File: config.mk
export PLATFORM = sky130hd
export DESIGN_NAME = icache_refill_unit
export DESIGN_NICKNAME = d
export VERILOG_FILES = /design/src/rtl/config_pkg.sv /design/src/rtl/icache_refill_unit.sv
export SDC_FILE = /design/constraint.sdc
export NUM_CORES = 1
export LEC_CHECK = 0
export BUFFER_PORTS_ARGS = -buffer_cell sky130_fd_sc_hd__buf_2
export CORE_MARGIN = 2
export CORE_UTILIZATION = 40
export DETAILED_ROUTE_END_ITERATION = 10
export PLACE_DENSITY = 0.64
export SYNTH_ARGS = -nofsm -noshare
export SYNTH_HDL_FRONTEND = slang
export SYNTH_SLANG_ARGS = --single-unit
File: constraint.sdc
create_clock -name clk_i -period 42.1 [get_ports clk_i]
set_input_delay 2.105 -clock clk_i [delete_from_list [all_inputs] [get_ports clk_i]]
set_output_delay 2.105 -clock clk_i [all_outputs]
set_load 0.02 [all_outputs]
File: src/rtl/config_pkg.sv
// Global cache/memory geometry shared by the frontend blocks.
package config_pkg;

    typedef struct packed {
        int unsigned PLEN;
        int unsigned ICACHE_LINE_WIDTH;
        int unsigned ICACHE_OFFSET_WIDTH;
        int unsigned ICACHE_SET_ASSOC_WIDTH;
    } cfg_t;

    localparam cfg_t EmptyCfg = '{
        PLEN:                   32,
        ICACHE_LINE_WIDTH:      256,
        ICACHE_OFFSET_WIDTH:    5,
        ICACHE_SET_ASSOC_WIDTH: 2
    };

endpackage

File: src/rtl/icache_refill_unit.sv
// ICache miss refill engine: one line-aligned memory read per miss, beats assembled
// into a line buffer and returned with address and victim way; flush drains safely.
module icache_refill_unit #(
    parameter config_pkg::cfg_t Cfg       = config_pkg::EmptyCfg,
    parameter int unsigned      BUS_WIDTH = 64,
    parameter int unsigned      NUM_BEATS = Cfg.ICACHE_LINE_WIDTH / BUS_WIDTH
) (
    input  logic                                  clk_i,
    input  logic                                  rst_i,
    input  logic                                  flush_i,
    input  logic                                  miss_valid_i,
    output logic                                  miss_ready_o,
    input  logic [Cfg.PLEN-1:0]                   miss_paddr_i,
    input  logic [Cfg.ICACHE_SET_ASSOC_WIDTH-1:0] miss_way_i,
    output logic                                  mem_req_valid_o,
    input  logic                                  mem_req_ready_i,
    output logic [Cfg.PLEN-1:0]                   mem_req_addr_o,
    input  logic                                  mem_rsp_valid_i,
    output logic                                  mem_rsp_ready_o,
    input  logic [BUS_WIDTH-1:0]                  mem_rsp_data_i,
    output logic                                  refill_valid_o,
    input  logic                                  refill_ready_i,
    output logic [Cfg.PLEN-1:0]                   refill_paddr_o,
    output logic [Cfg.ICACHE_SET_ASSOC_WIDTH-1:0] refill_way_o,
    output logic [Cfg.ICACHE_LINE_WIDTH-1:0]      refill_line_o,
    output logic                                  busy_o
);

    // state | meaning
    // IDLE  | waiting for a miss
    // REQ   | line read request held until memory accepts it
    // BEATS | collecting NUM_BEATS data beats (always drained, even when dropping)
    // RESP  | assembled line offered to the ICache

    localparam int unsigned PLEN = Cfg.PLEN;
    localparam int unsigned LW   = Cfg.ICACHE_LINE_WIDTH;
    localparam int unsigned OW   = Cfg.ICACHE_OFFSET_WIDTH;
    localparam int unsigned WW   = Cfg.ICACHE_SET_ASSOC_WIDTH;
    localparam int unsigned CW   = (NUM_BEATS > 1) ? $clog2(NUM_BEATS) : 1;

    localparam logic [CW-1:0]   LAST_CNT    = CW'(NUM_BEATS - 1);
    localparam logic [PLEN-1:0] OFFSET_MASK = {{(PLEN-OW){1'b0}}, {OW{1'b1}}};

    typedef enum logic [1:0] {IDLE, REQ, BEATS, RESP} state_t;

    state_t          state_q, state_d;
    logic [PLEN-1:0] line_addr_q;
    logic [WW-1:0]   way_q;
    logic [LW-1:0]   line_q;
    logic [CW-1:0]   cnt_q;
    logic            drop_q;
    logic [PLEN-1:0] out_addr_q;
    logic [WW-1:0]   out_way_q;
    logic [LW-1:0]   out_line_q;

    logic miss_hs, beat_hs, last_beat, to_resp;

    assign miss_hs   = (state_q == IDLE) & miss_valid_i & ~flush_i;
    assign beat_hs   = (state_q == BEATS) & mem_rsp_valid_i;
    assign last_beat = beat_hs & (cnt_q == LAST_CNT);
    assign to_resp   = last_beat & ~drop_q & ~flush_i;

    always_ff @(posedge clk_i or posedge rst_i) begin
        if (rst_i) begin
            state_q <= IDLE;
        end else begin
            state_q <= state_d;
        end
    end

    always_comb begin
        state_d = state_q;
        case (state_q)
            IDLE:  if (miss_hs) state_d = REQ;
            REQ:   if (mem_req_ready_i) state_d = BEATS;
            BEATS: if (last_beat) state_d = to_resp ? RESP : IDLE;
            RESP:  if (flush_i || refill_ready_i) state_d = IDLE;
            default: state_d = IDLE;
        endcase
    end

    always_comb begin
        miss_ready_o    = 1'b0;
        mem_req_valid_o = 1'b0;
        mem_rsp_ready_o = 1'b0;
        refill_valid_o  = 1'b0;
        busy_o          = (state_q != IDLE);
        case (state_q)
            IDLE:  miss_ready_o    = ~flush_i;
            REQ:   mem_req_valid_o = 1'b1;
            BEATS: mem_rsp_ready_o = 1'b1;
            RESP:  refill_valid_o  = ~flush_i;
            default: ;
        endcase
    end

    // Output copies are loaded only when a refill is offered, so they hold across later misses.
    always_ff @(posedge clk_i or posedge rst_i) begin
        if (rst_i) begin
            line_addr_q <= '0;
            way_q       <= '0;
            line_q      <= '0;
            cnt_q       <= '0;
            drop_q      <= 1'b0;
            out_addr_q  <= '0;
            out_way_q   <= '0;
            out_line_q  <= '0;
        end else begin
            if (miss_hs) begin
                line_addr_q <= miss_paddr_i & ~OFFSET_MASK;
                way_q       <= miss_way_i;
                cnt_q       <= '0;
                drop_q      <= 1'b0;
            end else if (flush_i && (state_q == REQ || state_q == BEATS)) begin
                drop_q <= 1'b1;
            end
            if (beat_hs) begin
                cnt_q <= last_beat ? '0 : cnt_q + CW'(1);
                for (int b = 0; b < NUM_BEATS; b++) begin
                    if (cnt_q == CW'(b)) begin
                        line_q[b*BUS_WIDTH +: BUS_WIDTH] <= mem_rsp_data_i;
                    end
                end
            end
            if (to_resp) begin
                out_addr_q <= line_addr_q;
                out_way_q  <= way_q;
                for (int b = 0; b < NUM_BEATS; b++) begin
                    out_line_q[b*BUS_WIDTH +: BUS_WIDTH] <= (b == NUM_BEATS - 1) ?
                        mem_rsp_data_i : line_q[b*BUS_WIDTH +: BUS_WIDTH];
                end
            end
        end
    end

    assign mem_req_addr_o = line_addr_q;
    assign refill_paddr_o = out_addr_q;
    assign refill_way_o   = out_way_q;
    assign refill_line_o  = out_line_q;

endmodule

==> impl_metrics.toml <==
[run_status]
status = "completed"

[yosys]
synth_seq_cells = 511
synth_top_area_share_pct = 66.3
yosysWarnings = 0
synth_compound_area_share_pct = 0.311
synth_area_leaders = "dfrtp_1 (66%), mux2_2 (16%), mux2_1 (13%), buf_6 (1.5%), buf_2 (0.67%)"
yosysTopAreaCell = "dfrtp_1"
syn_avg_cell_area_um2 = 17.2
synth_mux_area_share_pct = 29.5
synthAdderAreaFrac_pct = 0.583
yosysSeqAreaShare_pct = 66.3
syn-instance-count = 1123
synthSimpleGateAreaFrac_pct = 0.532
synth_top_family_by_area = "multiplexers"
synth_area_um2 = 19300
yosysUniqueCellTypes = 23
synthXorXnorAreaFrac_pct = 0

[global_route]
gr-total-overflow = 0
antenna_found_initial = 4
grt_pass1_vias = 11400
grtUsageTotal_pct = 16.8
grt_pass1_wl_um = 66100
grt_start_max_net_pins = 186

[clocking]
postCtsHoldBufs = 0
root_buffer = "clkbuf_16"
cts_buffers = 53
clock-sinks = 511
htreeDepth = 2
clkLatencyLatePin_ps = 580
cts_buffer_depth = 3
post_cts_buffers = 0
cts_resized = 0
cts_tree = "built"
clk_pin_slew_worst_paths_ps = 60

[timing]
finalCritPeriodShare_pct = 11.3
max_freq_mhz = 211
period_minus_slack_ps = 4740
finalSetupViolCount = 0
tightest_slew_ps = 1460
hold_violations = 0
whs_ps = 470
slew_violations = 0
finClkSkew_ps = 17.7
slew_headroom_pct = 2.52
rsz0062_at_grt = "no"
setup_tns_ps = 0

[critical_path]
cp-start-kind = "input port"
critPathRequiredTime_ps = 39990
r2r-start = "state_q[0]"
setup.worst_path.end_class = "output port"
r2r-end = "refill_line_o[181]"
cp-endpoint = "miss_ready_o"
reg2reg_depth = 6
path_class = "input port to output port"
crit_family = "buffers and inverters"
r2r_slack_ps = 38550
critPathLaunch = "flush_i"
crit_top_cell = "buf_2"
path_cells = "buf_2 > nor2b_1 > buf_2"
critical_path_buf_inv_count = 2
path_depth = 3
crit_slowest_cell = "buf_2"
crit_fanout = 6
critPathArrivalTime_ps = 2640
critPathMaxStageDelay_ps = 230

[floorplan]
num_rows = 80
dieArea_um2 = 50000
core_area_um2 = 47600
start_util_pct = 40.5
die_h_um = 224
die_w_um = 224
io_pins = 432

[detailed_routing]
ant_nets = 0
drt_wl_total_um = 42000
first_iter_violations = 449
firstDrtPassIters = 4
wl_per_cell_um = 19.0
vias_per_cell = 4.87
num_vias = 10700
drc = 0

[power_and_ir_drop]
p_switching_w = 0.000416
combPwrFrac_pct = 21.3
ir_worst_vdd_mv = 0.0417
clkPwrFrac_pct = 31.4
p_leak_nw = 12.9
swShare_pct = 28.3
cellPowerDensity_nw_per_um2 = 62.5
power.internal_w = 0.00105
seqPwrFrac_pct = 47.3

[cells_and_area]
syn_to_final_growth_pct = 22.0
final_cell_mix = "dfrtp_1 (511), buf_2 (416), mux2_2 (278)"
drive_gt1_share_pct = 50.1
fin_nets = 1664
layout_commonest_cell = "dfrtp_1"

[min_path]
hold_path.startpoint = "line_q[32]"
hold_class = "register to register"

[placement]
io_buffers = 416
dp_hpwl_um = 27700
place_congestion = 0.746

[job]
maxCapViolCount = 0
==> final cells by class <==
| class | count | area (um2) |
|---|---|---|
| timing repair buffer | 426 | 2180 |
| clock buffer | 71 | 1500 |
| tap | 615 | 769 |
| inverter | 8 | 37.5 |
| sequential | 511 | 12800 |
| fill | 4151 | 24100 |
| multi-input combinational | 550 | 6030 |
| clock inverter | 22 | 226 |
| antenna | 2 | 5.00 |
==> synthesized netlist by cell type (all sizes together) <==
| library cell | instances |
|---|---|
| a21boi | 1 |
| nor2 | 3 |
| o31ai | 2 |
| ha | 9 |
| conb | 1 |
| inv | 8 |
| nor2b | 3 |
| buf | 63 |
| nand3 | 2 |
| nor3b | 1 |
| a21oi | 2 |
| mux2 | 506 |
| nand2b | 1 |
| dfrtp | 511 |
| and2 | 1 |
| nand2 | 6 |
| a2111oi | 1 |
| a31oi | 2 |
==> logic make-up after synthesis <==
| group | Yosys count |
|---|---|
| muxes | 506 |
| adders and majority gates | 9 |
| AOI/OAI and AO/OA | 8 |
| other | 1 |
| DFF | 511 |
| buffers and inverters | 71 |
| and+or+nand+nor | 17 |
==> worst min path at each step <==
stage | to | slack, ps | depth (start not counted)
final | refill_line_o[32] | 470 | 1
after global routing | refill_line_o[43] | 490 | 1
after CTS | refill_line_o[32] | 480 | 1
after detailed placement | refill_line_o[41] | 460 | 1
after global placement | refill_line_o[175] | 460 | 1
after floorplan | refill_line_o[0] | 450 | 1
==> layer usage <==
layer | wire (um) | part of all wire [%] | GRT usage (%) | vias to the layer above
li1 | - | - | - | 4803
met5 | 25 | 0.060 | 0 | -
met4 | 866 | 2.1 | 5.20 | 4
met2 | 20000 | 48 | 27.5 | 276
met1 | 17900 | 43 | 21.5 | 5597
met3 | 3070 | 7.3 | 5.31 | 67
==> power groups by stage <==
stage / clock network [W] / logic, W / registers, W
after floorplan: 0 / 0.000164 / 0.000749
after global placement: 0 / 0.000311 / 0.000696
after detailed placement: 0 / 0.000319 / 0.000704
after CTS: 0.000478 / 0.000319 / 0.000697
after global routing: 0.000497 / 0.000339 / 0.000715
final: 0.000462 / 0.000313 / 0.000695
==> stage by stage <==
step / setup WS (ps) / power, W / std cells / util, % / cell area (um2)
floorplan: 25720 / 0.000912 / 1132 / - / 19300
detailed placement: 37350 / 0.00102 / 2110 / 45.8 / 21800
finish: 37360 / 0.00147 / 2205 / 49.4 / 23500
CTS: 37350 / 0.00149 / 2203 / 49.4 / 23500
global route: 37290 / 0.00155 / 2204 / 49.4 / 23500
global placement: 37350 / 0.00101 / 2110 / 45.8 / 21800
==> flip-flops by register name, indices dropped and copies added (netlist names) <==
name,cells
refill_line_o,256
line_q,192
mem_req_addr_o,27
refill_paddr_o,27
cnt_q,2
refill_way_o,2
state_q,2
way_q,2
drop_q,1
No activity file was read; power rests on OpenSTA's default activity.
